[config.mk]
export PLATFORM = sky130hd
export DESIGN_NAME = pool1_engine_flat
export DESIGN_NICKNAME = d
export VERILOG_FILES = /design/src/rtl/cnn_pkg.sv /design/src/rtl/pool1_engine_if.sv /design/src/rtl/pool1_addr_gen.sv /design/src/rtl/pool1_engine.sv /design/src/flat_wrapper.sv
export SDC_FILE = /design/constraint.sdc
export NUM_CORES = 1
export LEC_CHECK = 0
export ABC_AREA = 0
export CORE_MARGIN = 3
export CORE_UTILIZATION = 50
export CTS_BUF_LIST = sky130_fd_sc_hd__clkbuf_8 sky130_fd_sc_hd__clkbuf_16
export DETAILED_ROUTE_END_ITERATION = 12
export PLACE_DENSITY = 0.91
export SYNTH_ARGS = -nofsm -noshare
export SYNTH_HDL_FRONTEND = slang
export SYNTH_SLANG_ARGS = --single-unit
[constraint.sdc]
create_clock -name clk -period 12.8 [get_ports clk]
set_input_delay 1.28 -clock clk [delete_from_list [all_inputs] [get_ports clk]]
set_output_delay 1.28 -clock clk [all_outputs]
set_load 0.005 [all_outputs]
[src/rtl/cnn_pkg.sv]
// Shared constants, types and helpers for the
// digit-recognition CNN datapath.
package cnn_pkg;

  localparam int DATA_W   = 16;
  localparam int IN_DIM   = 24;
  localparam int CHANNELS = 2;

  localparam int HALF   = IN_DIM / 2;
  localparam int N_WIN  = CHANNELS * HALF * HALF;
  localparam int IN_AW  = $clog2(CHANNELS * IN_DIM * IN_DIM);
  localparam int OUT_AW = $clog2(N_WIN);
  localparam int POS_W  = $clog2(HALF);
  localparam int CH_W   = (CHANNELS > 1) ? $clog2(CHANNELS) : 1;

  typedef enum logic [1:0] {
    IDLE,
    RUN,
    DRAIN,
    DONE
  } state_t;

  typedef logic signed [DATA_W-1:0] act_t;

  function automatic act_t smax(act_t a, act_t b);
    return (a > b) ? a : b;
  endfunction

endpackage

[src/rtl/pool1_engine_if.sv]
// Control, conv1 read and P1 write bundle
// of the layer-1 max-pool engine.
interface pool1_engine_if;
  import cnn_pkg::*;

  logic              start;
  logic              busy;
  logic              done;
  logic              rd_en;
  logic [IN_AW-1:0]  rd_addr0;
  logic [IN_AW-1:0]  rd_addr1;
  logic [IN_AW-1:0]  rd_addr2;
  logic [IN_AW-1:0]  rd_addr3;
  act_t              rd_data0;
  act_t              rd_data1;
  act_t              rd_data2;
  act_t              rd_data3;
  logic              wr_en;
  logic [OUT_AW-1:0] wr_addr;
  act_t              wr_data;

  modport master (
    input  start,
    input  rd_data0, rd_data1,
    input  rd_data2, rd_data3,
    output busy, done, rd_en,
    output rd_addr0, rd_addr1,
    output rd_addr2, rd_addr3,
    output wr_en, wr_addr, wr_data
  );

  modport slave (
    output start,
    output rd_data0, rd_data1,
    output rd_data2, rd_data3,
    input  busy, done, rd_en,
    input  rd_addr0, rd_addr1,
    input  rd_addr2, rd_addr3,
    input  wr_en, wr_addr, wr_data
  );

endinterface

[src/rtl/pool1_addr_gen.sv]
// 2x2 window walker: channel/row/column counters
// and the four conv1 read addresses per window.
module pool1_addr_gen
  import cnn_pkg::*;
(
  input  logic             clk,
  input  logic             reset,
  input  logic             en,
  output logic [IN_AW-1:0] addr0,
  output logic [IN_AW-1:0] addr1,
  output logic [IN_AW-1:0] addr2,
  output logic [IN_AW-1:0] addr3,
  output logic             last
);

  logic [POS_W-1:0] col;
  logic [POS_W-1:0] row;
  logic [CH_W-1:0]  ch;
  logic [IN_AW-1:0] base;
  logic             col_end;
  logic             row_end;
  logic             ch_end;

  assign col_end = (col == POS_W'(HALF - 1));
  assign row_end = (row == POS_W'(HALF - 1));
  assign ch_end  = (ch == CH_W'(CHANNELS - 1));
  assign last    = col_end & row_end & ch_end;

  // Addresses read as zero whenever no window is issued.
  assign addr0 = en ? base : '0;
  assign addr1 = en ? base + IN_AW'(1) : '0;
  assign addr2 = en ? base + IN_AW'(IN_DIM) : '0;
  assign addr3 = en ? base + IN_AW'(IN_DIM + 1) : '0;

  // Step one window; row wrap skips the odd row and map end runs on contiguously.
  always_ff @(posedge clk) begin
    if (!reset || !en) begin
      col  <= '0;
      row  <= '0;
      ch   <= '0;
      base <= '0;
    end else if (col_end) begin
      col  <= '0;
      base <= base + IN_AW'(IN_DIM + 2);
      if (row_end) begin
        row <= '0;
        ch  <= ch + 1'b1;
      end else begin
        row <= row + 1'b1;
      end
    end else begin
      col  <= col + 1'b1;
      base <= base + IN_AW'(2);
    end
  end

endmodule

[src/rtl/pool1_engine.sv]
// Layer-1 2x2/stride-2 max-pool engine, one window
// per cycle through a fixed 3-stage pipeline.
module pool1_engine
  import cnn_pkg::*;
#(
  parameter int RELU = 1
) (
  input logic            clk,
  input logic            reset,
  pool1_engine_if.master bus
);

  state_t            state;
  state_t            state_nx;
  logic              run;
  logic              last;
  logic              v1;
  logic              wr_en;
  logic [OUT_AW-1:0] wr_addr;
  act_t              wr_data;
  act_t              m01;
  act_t              m23;
  act_t              mx;
  act_t              res;

  assign run       = (state == RUN);
  assign bus.rd_en = run;
  assign bus.busy  = run | (state == DRAIN);
  assign bus.done  = (state == DONE);
  assign bus.wr_en   = wr_en;
  assign bus.wr_addr = wr_addr;
  assign bus.wr_data = wr_data;

  pool1_addr_gen u_addr (
    .clk   (clk),
    .reset (reset),
    .en    (run),
    .addr0 (bus.rd_addr0),
    .addr1 (bus.rd_addr1),
    .addr2 (bus.rd_addr2),
    .addr3 (bus.rd_addr3),
    .last  (last)
  );

  // State register.
  always_ff @(posedge clk) begin
    if (!reset) state <= IDLE;
    else        state <= state_nx;
  end

  // Next state; DRAIN ends once the read stage holds no data.
  always_comb begin
    state_nx = state;
    unique case (state)
      IDLE:  if (bus.start) state_nx = RUN;
      RUN:   if (last) state_nx = DRAIN;
      DRAIN: if (!v1) state_nx = DONE;
      DONE:  state_nx = IDLE;
      default: state_nx = IDLE;
    endcase
  end

  // Signed max tree with optional clamp on the returned window.
  always_comb begin
    m01 = smax(bus.rd_data0, bus.rd_data1);
    m23 = smax(bus.rd_data2, bus.rd_data3);
    mx  = smax(m01, m23);
    res = mx;
    if (RELU != 0 && mx[DATA_W-1]) res = '0;
  end

  // Data-valid pipeline, result register and linear P1 address.
  always_ff @(posedge clk) begin
    if (!reset) begin
      v1      <= 1'b0;
      wr_en   <= 1'b0;
      wr_data <= '0;
      wr_addr <= '0;
    end else begin
      v1    <= run;
      wr_en <= v1;
      if (v1) wr_data <= res;
      if (state == IDLE && bus.start)
        wr_addr <= '0;
      else if (wr_en)
        wr_addr <= wr_addr + OUT_AW'(1);
    end
  end

endmodule

[src/flat_wrapper.sv]
// flat-port wrapper written by rule: the top's interface ports become plain ports
module pool1_engine_flat import cnn_pkg::*;
#(
  parameter int RELU = 1
)
  (clk, reset, bus_start, bus_rd_data0, bus_rd_data1, bus_rd_data2, bus_rd_data3, bus_busy, bus_done, bus_rd_en, bus_rd_addr0, bus_rd_addr1, bus_rd_addr2, bus_rd_addr3, bus_wr_en, bus_wr_addr, bus_wr_data);
  pool1_engine_if bus_i ();
  input logic clk;
  input logic reset;
  input wire logic [$bits(bus_i.start)-1:0] bus_start;
  input wire logic [$bits(bus_i.rd_data0)-1:0] bus_rd_data0;
  input wire logic [$bits(bus_i.rd_data1)-1:0] bus_rd_data1;
  input wire logic [$bits(bus_i.rd_data2)-1:0] bus_rd_data2;
  input wire logic [$bits(bus_i.rd_data3)-1:0] bus_rd_data3;
  output wire logic [$bits(bus_i.busy)-1:0] bus_busy;
  output wire logic [$bits(bus_i.done)-1:0] bus_done;
  output wire logic [$bits(bus_i.rd_en)-1:0] bus_rd_en;
  output wire logic [$bits(bus_i.rd_addr0)-1:0] bus_rd_addr0;
  output wire logic [$bits(bus_i.rd_addr1)-1:0] bus_rd_addr1;
  output wire logic [$bits(bus_i.rd_addr2)-1:0] bus_rd_addr2;
  output wire logic [$bits(bus_i.rd_addr3)-1:0] bus_rd_addr3;
  output wire logic [$bits(bus_i.wr_en)-1:0] bus_wr_en;
  output wire logic [$bits(bus_i.wr_addr)-1:0] bus_wr_addr;
  output wire logic [$bits(bus_i.wr_data)-1:0] bus_wr_data;
  assign bus_i.start = bus_start;
  assign bus_i.rd_data0 = bus_rd_data0;
  assign bus_i.rd_data1 = bus_rd_data1;
  assign bus_i.rd_data2 = bus_rd_data2;
  assign bus_i.rd_data3 = bus_rd_data3;
  assign bus_busy = bus_i.busy;
  assign bus_done = bus_i.done;
  assign bus_rd_en = bus_i.rd_en;
  assign bus_rd_addr0 = bus_i.rd_addr0;
  assign bus_rd_addr1 = bus_i.rd_addr1;
  assign bus_rd_addr2 = bus_i.rd_addr2;
  assign bus_rd_addr3 = bus_i.rd_addr3;
  assign bus_wr_en = bus_i.wr_en;
  assign bus_wr_addr = bus_i.wr_addr;
  assign bus_wr_data = bus_i.wr_data;
  pool1_engine #(.RELU(RELU)) u_core (.clk(clk), .reset(reset), .bus(bus_i));
endmodule
# [After elaboration in Yosys (flattened, before gate mapping)]
# Index checks and enable logic that the tools add are counted.
[totals] regBits=49 input_bits=67 out_inout_bits=73 word_cells=56
[classes] addsub=9 magnitude_cmp=3 n_eq_ne=8 n_mux=14 bitwise_logic=4 reduce_logical=9
[ops] op="11-bit 2-to-1 mux" count=5
[ops] op="16-bit greater-than comparator" count=3
[ops] op="16-bit 2-to-1 mux" count=3
[ops] op="11-bit by 5-bit adder with 11-bit output, second input constant" count=3
[ops] op="15-bit 2-to-1 mux" count=1
[ops] op="11-bit by 1-bit adder with 11-bit output, second input constant" count=1
[ops] op="11-bit by 2-bit adder with 11-bit output, second input constant" count=1
[ops] op="9-bit by 1-bit adder with 9-bit output, second input constant" count=1
[ops] op="4-bit by 1-bit adder with 4-bit output, second input constant" count=2
[ops] op="4-bit == test, second input constant" count=2
[ops] op="2-bit case mux with 4 select lines" count=1
[ops] op="2-bit 2-to-1 mux" count=3
[ops] op="2-bit inequality test, second input constant" count=3
[ops] op="2-bit == test, second input constant" count=2
[ops] op="4-bit 2-to-1 mux" count=1
[ops] op="2-bit OR reduction" count=2
[ops] op="3-bit AND reduction" count=1
[ops] op="1-bit AND" count=2
[ops] op="2-bit by 1-bit == test with 1-bit output, second input constant" count=1
[ops] op="1-bit logical NOT" count=2
[ops] op="2-bit logical NOT" count=1
[ops] op="2-bit AND reduction" count=1
[ops] op="1-bit adder, second input constant" count=1
[ops] op="1-bit logical AND" count=1
[ops] op="other kinds (3)" count=3

# [Depth between registers and ports, before layout]
# Gate-level depths: netlist of run 1.
[depth] depth_word=5 ltp_mapped=19 depth_no_buf=17

# [Modules after synthesis]
# Synthesis of run 1 repeated with hierarchy kept, for this count alone.
[unflattened] cells_unflattened=547 hier_area_um2=4306.6
[by_module_without_submodules] module="pool1_engine" instances=1 cells_each=374 area_per_inst_um2=2980.4
[by_module_without_submodules] module="pool1_addr_gen" instances=1 cells_each=173 area_per_inst_um2=1326.3

# [Least setup slack after synthesis of run 1]
# No wires, ideal clock.
[synth_timing] path_kind="in2reg" from="in bus_rd_data1[15]" to="reg u_core.wr_data[4], in the netlist u_core.bus.wr_data[4]" arrival_ns=5.159 required_time_ns=12.651 path_slack_ns=7.492 path_stages=18 path_buffers=2 path_cell_list="inv_1 -> ha_1 -> nand4_1 -> or3_1 -> a21oi_2 -> nor4_2 -> nor3_4 -> buf_4 -> mux2i_1 -> inv_1 -> ha_1 -> nand4_1 -> nor4_1 -> a211o_1 -> o211ai_1 -> nand2_1 -> clkbuf_1 -> o221ai_1"
[synth_via] elab_chain_len=5
[synth_lines] element="start: declaration" line="flat_wrapper.sv:12" rtl="input wire logic [$bits(bus_i.rd_data1)-1:0] bus_rd_data1;"
[synth_lines] element="16-bit greater-than comparator" line="cnn_pkg.sv:26" rtl="return (a > b) ? a : b;"
[synth_lines] element="16-bit 2-to-1 mux (*)" line="cnn_pkg.sv:26"
[synth_lines] element="16-bit greater-than comparator" line="cnn_pkg.sv:26"
[synth_lines] element="16-bit 2-to-1 mux (*)" line="cnn_pkg.sv:26"
[synth_lines] element="15-bit 2-to-1 mux (*)" line="pool1_engine.sv:69" rtl="if (RELU != 0 && mx[DATA_W-1]) res = '0;"
[synth_lines] element="end signal: assignment" line="pool1_engine.sv:82" rtl="if (v1) wr_data <= res;"
[synth_lines] element="end: declaration" line="pool1_engine.sv:20" rtl="act_t wr_data;"
# Every way passes the cells marked *; elsewhere a longest branch is shown, timed or not.
# A chain may end at the register's enable or synchronous reset.

# [Final worst setup path of run 1]
[layout_timing] from="in bus_rd_data1[15]" to="reg u_core.wr_data[1], in the netlist u_core.bus.wr_data[1]"
# Same word-level chain as after synthesis.

==> results of run 1 <==
metal layers:
| metal | GRT usage [%] | vias up |
|---|---|---|
| li1 | - | 1929 |
| met1 | 26.6 | 1891 |
| met2 | 43.7 | 147 |
| met3 | 4.11 | 37 |
| met4 | 9.50 | 0 |
| met5 | 0 | - |
cell usage in the layout, fill, tap and decap left out, types with 2 or more instances in the layout:
master           count
a211o_1              2
a211oi_1             3
a21boi_0             2
a21o_1               6
a21oi_1             25
a22oi_1             15
a31oi_1              2
and2_1              15
and3_1               5
and4_1               2
clkbuf_8             6
clkdlybuf4s50_1    136
conb_1               3
dfxtp_1             47
ha_1                60
inv_1               58
mux2i_1             32
nand2_1             41
nand2b_1             3
nand3_1              2
nand4_1             11
nor2_1              27
nor2b_1              9
nor3_1               3
nor3b_1              2
nor4_1               2
nor4_2               2
o211ai_1             2
o21ai_0             14
o221ai_1             5
o221ai_2            10
o31a_1               3
or2_2                2
or3_1                7
xnor2_1             12
xor2_1               9
report_power, final:
group          total, mW  switching [mW]  internal (mW)
logic              0.210           0.105          0.105
clock network     0.0966          0.0525         0.0441
registers          0.168          0.0102          0.158
layout make-up:
cell class | count | area [um^2]
Timing Repair Buffer | 137 | 1370
Clock buffer | 6 | 82.6
Fill cell | 593 | 2400
Clock inverter | 2 | 16.3
Tap cell | 102 | 128
Sequential cell | 47 | 941
Multi-Input combinational cell | 352 | 2730
Inverter | 58 | 218
worst paths after layout:
kind / start / to / slack (ps) / cells past startpoint
max: bus_rd_data1[15] / u_core.bus.wr_data[1] / 6460 / 17
min: u_core.u_addr.col[0] / u_core.u_addr.col[0] / 460 / 1
max reg2reg: u_core.u_addr.col[0] / u_core.u_addr.base[6] / 10280 / 11
min reg2reg: u_core.u_addr.col[0] / u_core.u_addr.col[0] / 460 / 1
state kept, by name, indices dropped and copies added, names as in the netlist:
signal              cells
u_core.bus.wr_en        1
u_core.u_addr.row       4
u_core.bus.wr_data     15
u_core.u_addr.base     10
u_core.bus.wr_addr      9
u_core.state            2
u_core.u_addr.col       4
u_core.v1               1
u_core.u_addr.ch        1
metrics by stage:
| stage | std cells | util, % |
|---|---|---|
| detailed placement | 696 | 68.3 |
| CTS | 704 | 69.5 |
| global placement | 696 | 68.3 |
| global route | 704 | 69.5 |
| finish | 704 | 69.5 |
| floorplan | 494 | - |
cell families (layout without fill, tap and decap cells):
family / count (synthesis) / count (layout) / synth area share [%]
simple gates: 136 / 136 / 17.2
compound gates: 99 / 99 / 17.9
buf+inv: 95 / 203 / 11.5
fa+ha+maj: 60 / 60 / 18.1
flops: 47 / 47 / 22.7
mux: 33 / 33 / 8.01
xor+xnor: 21 / 21 / 4.44
other cells: 1 / 3 / 0.0906
==> flow_metrics.env, run 1 <==
export IMPL_cp_start_kind="input port"
export IMPL_synth_ff_type="dfxtp_1"
export IMPL_slew_headroom_pct=20.9
export IMPL_slowest_delay_ps=820
export IMPL_cts_buffer_depth=2
export IMPL_grt_pass1_wl_mm=18.7
export IMPL_drt_iter0_markers=136
export IMPL_cts_htree_levels=2
export IMPL_yosysMostFrequentCell="ha_1"
export IMPL_p_leak_nw=2.42
export IMPL_path_cells="clkdlybuf4s50_1 -> inv_1 -> ha_1 -> nand4_1 -> or3_1 -> a21oi_2 -> nor4_2 -> nor3_4 -> mux2i_1 -> inv_1 -> ha_1 -> nand4_1 -> nor4_1 -> a211oi_1 -> o211ai_1 -> a2111o_1 -> o221ai_1"
export IMPL_synthArstFlopShare_pct=0
export IMPL_vias=4004
export IMPL_cp_arrival_ps=6500
export IMPL_wl_met2_mm=5.98
export IMPL_die_y_um=97.0
export IMPL_start_util_pct=52.5
export IMPL_crit_family="simple AND/OR/NAND/NOR gates"
export IMPL_irDropWorstVdd_uv=49.3
export IMPL_die_area_um2=9410
export IMPL_area_growth_pct=32.5
export IMPL_skew_ps=9.58
export IMPL_clkTransAtPathRegs_ps=90
export IMPL_place_gp_congestion=0.912
export IMPL_fin_ws_ps=6460
export IMPL_grt_max_degree=25
export IMPL_cp_slowest_cell="nor3_4"
export IMPL_grt_ovfl_total=0
export IMPL_cp_buffers_inverters=3
export IMPL_viasPerCell=5.69
export IMPL_dp_slack_ps=6160
export IMPL_io_pins=140
export IMPL_power_total_mw=0.475
export IMPL_maxCapViolations=0
export IMPL_grtUsageTotal_pct=23.6
export IMPL_hold_ws_ps=462
export IMPL_num_rows=32
export IMPL_finalInstanceArea_um2=5480
export IMPL_numCtsBuffers=5
export IMPL_hold_path_class="register to register"
export IMPL_coreArea_um2=7890
export IMPL_portBuffers=136
export IMPL_syn_avg_cell_area_um2=8.41
export IMPL_wirelength_mm=11.5
export IMPL_synth_seq_cells=47
export IMPL_highest_layer="met4"
export IMPL_post_cts_buffers=0
export IMPL_syn_cell_area_um2=4140
export IMPL_met3WireLength_um=649
export IMPL_grt_pass1_vias=4003
export IMPL_fin_tns_setup_ps=0
export IMPL_cts_root_buf="clkbuf_8"
export IMPL_cp_required_ps=12960
export IMPL_period_share_pct=49.6
export IMPL_critPathCaptureType="register"
export IMPL_cts_resized=0
export IMPL_clock_sinks=47
export IMPL_synth_edf_count=0
export IMPL_critPathKind="input port to register"
export IMPL_place_area_um2=5390
export IMPL_syn_inst=492
export IMPL_rsz0062_at_grt="false"
export IMPL_n_antenna_cell=0
export IMPL_wl_met1_mm=4.46
export IMPL_hold_viol=0
export IMPL_yosys_top_cells_count="ha_1, inv_1, dfxtp_1"
export IMPL_synth_area_leaders="dfxtp_1, ha_1, mux2i_1"
export IMPL_postRouteAntennaNets=0
export IMPL_worst_pin_slew_ps=1180
export IMPL_drv_slew=0
export IMPL_synth_top_area_share_pct=22.7
export IMPL_clock_latency_ps=310
export IMPL_powerDensity_nw_per_um2=86.6
export IMPL_antenna_found_initial=0
export IMPL_status="finished clean"
export IMPL_netlist_top_cell_by_area="dfxtp_1"
export IMPL_path_max_fanout=17
export IMPL_setup_viol=0
export IMPL_drive_gt1_share_pct=4.49
export IMPL_tritoncts="yes"
export IMPL_yosysWarnings=0
export IMPL_drc=0
export IMPL_cts_hold_buffers_added=0
export IMPL_synth_cell_types=52
export IMPL_dr_pass1_iters=4
export IMPL_fin_crit_ps=6340
export IMPL_die_x_um=97.0
export IMPL_fmax_mhz=158
export IMPL_nets=728
export IMPL_synth_yosys_seq_area_share_pct=22.7
export IMPL_wire_per_inst_um=16.3
export IMPL_place_hpwl_mm=9.57
(Power assumes the default switching activity.)
==> run 2, diff against run 1 <==
CORE_UTILIZATION = 42   (was 50)
PLACE_DENSITY = 0.82   (was 0.91)
clock period = 5.4 ns   (was 12.8 ns; I/O delays follow)
==> run 2 against run 1 <==
Worst setup slack worse by 6100 ps; global-route usage is 5.1 points lower; largest power group unchanged; first-iteration DRC count decreased by 15%; combinational power increased by 140%; non-clock buffer count increased by 2; clock power grew to 2.7 times the previous value; via count decreased by 4.3%; register-to-register slack got worse by 7300 ps; critical path depth up 1; critical endpoint is now u_core.bus.wr_data[3]; sequential share of layout area decreased by 0.24 points; cell count rose by 4.1%; highest routed layer unchanged; die area increased by 18%.
==> flow_metrics.env, run 2 (synthesis results as in run 1) <==
export IMPL_status="finished clean"
export IMPL_wirelength_mm=10.6
export IMPL_drive_gt1_share_pct=4.97
export IMPL_fin_tns_setup_ps=0
export IMPL_place_hpwl_mm=9.05
export IMPL_postRouteAntennaNets=0
export IMPL_final_common_cell="clkdlybuf4s50_1"
export IMPL_skew_ps=13.4
export IMPL_wire_per_inst_um=14.5
export IMPL_comb_power_share_pct=42.7
export IMPL_p_clk_share_pct=22.9
export IMPL_fmax_mhz=198
export IMPL_place_area_um2=5450
export IMPL_slowest_delay_ps=560
export IMPL_n_antenna_cell=0
export IMPL_critPathCaptureType="register"
export IMPL_worstRegToRegCells=11
export IMPL_worstHoldStart="u_core.u_addr.col[0]"
export IMPL_numCtsBuffers=5
export IMPL_p_int_mw=0.765
export IMPL_hold_ws_ps=465
export IMPL_place_gp_congestion=0.888
export IMPL_start_util_pct=44.0
export IMPL_post_cts_buffers=0
export IMPL_cts_buffer_depth=2
export IMPL_dr_pass1_iters=4
export IMPL_critPathKind="input port to register"
export IMPL_cp_required_ps=5620
export IMPL_cp_start_kind="input port"
export IMPL_area_growth_pct=34.4
export IMPL_largest_register="u_core.bus.wr_data"
export IMPL_nFillCells=812
export IMPL_hold_path_end="u_core.u_addr.col[0]"
export IMPL_grt_pass1_vias=3678
export IMPL_antenna_found_initial=0
export IMPL_grtUsageTotal_pct=18.5
export IMPL_timing_rr_start="u_core.u_addr.col[0]"
export IMPL_post_route_util_pct=59.1
export IMPL_p_leak_nw=2.44
export IMPL_irDropWorstVdd_uv=138
export IMPL_cts_root_buf="clkbuf_8"
export IMPL_num_rows=35
export IMPL_maxCapViolations=0
export IMPL_die_x_um=105
export IMPL_switching_power_mw=0.391
export IMPL_io_pins=140
export IMPL_hold_path_class="register to register"
export IMPL_cts_resized=0
export IMPL_ff2ff_setup_slack_ps=3030
export IMPL_grt_max_degree=25
export IMPL_grt_ovfl_total=0
export IMPL_drv_slew=0
export IMPL_mostFrequentLayoutCells="clkdlybuf4s50_1, ha_1, inv_1, dfxtp_1, nand2_1"
export IMPL_path_max_fanout=17
export IMPL_period_share_pct=93.4
export IMPL_slew_headroom_pct=20.1
export IMPL_path_cells="clkdlybuf4s50_1 -> inv_1 -> ha_1 -> nand4_1 -> or3_1 -> a21oi_2 -> nor4_2 -> nor3_4 -> buf_4 -> mux2i_1 -> inv_1 -> ha_1 -> nand4_1 -> nor4_1 -> a211o_1 -> o211ai_1 -> a2111o_2 -> o221ai_1"
export IMPL_clkTransAtPathRegs_ps=90
export IMPL_drt_iter0_markers=115
export IMPL_setup_viol=0
export IMPL_tritoncts="yes"
export IMPL_hold_viol=0
export IMPL_cp_arrival_ps=5260
export IMPL_clock_latency_ps=300
export IMPL_p_seq_share_pct=34.4
export IMPL_top_regs="u_core.bus.wr_data (15), u_core.u_addr.base (10), u_core.bus.wr_addr (9)"
export IMPL_drc=0
export IMPL_clock_sinks=47
export IMPL_cts_hold_buffers_added=0
export IMPL_vias=3833
export IMPL_cp_slowest_cell="a2111o_2"
export IMPL_portBuffers=136
export IMPL_viasPerCell=5.23
export IMPL_largest_reg_flops=15
export IMPL_die_y_um=105
export IMPL_nets=730
export IMPL_dp_slack_ps=-80.1
export IMPL_coreArea_um2=9420
export IMPL_swShare_pct=33.8
export IMPL_hold_depth=1
export IMPL_fin_ws_ps=356
export IMPL_fin_crit_ps=5040
export IMPL_die_area_um2=11100
export IMPL_worst_pin_slew_ps=1190
export IMPL_powerDensity_nw_per_um2=208
export IMPL_grt_pass1_wl_mm=17.3
export IMPL_rsz0062_at_grt="false"
export IMPL_finalInstanceArea_um2=5560
export IMPL_cts_htree_levels=2
export IMPL_reg2reg_to="u_core.u_addr.base[10]"
==> run 2: metrics by stage <==
| stage | total power [mW] | cells |
|---|---|---|
| after CTS | 1.16 | 733 |
| after detailed placement | 0.899 | 725 |
| final | 1.16 | 733 |
| after global placement | 0.881 | 725 |
| after floorplan | 0.698 | 494 |
| after global routing | 1.24 | 733 |
==> run 2: how the worst max path moves through the flow <==
stage | depth (start not counted) | slack, ps | startpoint | endpoint
after floorplan | 18 | 830 | bus_rd_data1[15] | u_core.bus.wr_data[4]
after global placement | 19 | 120 | bus_rd_data1[13] | u_core.bus.wr_data[13]
after global routing | 18 | 80 | bus_rd_data1[15] | u_core.bus.wr_data[3]
after detailed placement | 18 | -80 | bus_rd_data1[15] | u_core.bus.wr_data[13]
after CTS | 18 | 240 | bus_rd_data1[15] | u_core.bus.wr_data[13]
final | 18 | 360 | bus_rd_data1[15] | u_core.bus.wr_data[3]
==> run 2: final cells by class <==
cell class	instances	area [um^2]	area share, %
multi-input cells	352	2730	49.1
repair buffers	139	1400	25.1
flip-flops and latches	47	941	16.9
inverters	58	218	3.91
well taps	129	161	2.90
clock buffers	5	68.8	1.24
clock inverters	3	46.3	0.832
==> run 2: metal layers <==
| layer | share of wire [%] | GRT usage [%] |
|---|---|---|
| met5 | 0 | 0 |
| met4 | 1.4 | 4.12 |
| met3 | 5.0 | 2.76 |
| met2 | 52 | 34.9 |
| met1 | 42 | 22.0 |
==> run 2: power groups by stage <==
stage               clock [mW]  combinational (mW)  sequential (mW)
floorplan                    0               0.298            0.401
global placement             0               0.477            0.405
detailed placement           0               0.493            0.406
CTS                      0.269               0.495            0.398
global route             0.285               0.551            0.402
finish                   0.264               0.494            0.398
==> run 2: worst max-delay path, delay by kind of cell <==
kind | cells | cell delay, ps
and+or+nand+nor | 6 | 1460
muxes | 1 | 420
buffers and inverters | 4 | 900
adders and majority gates | 2 | 600
AOI/OAI and AO/OA | 5 | 1340
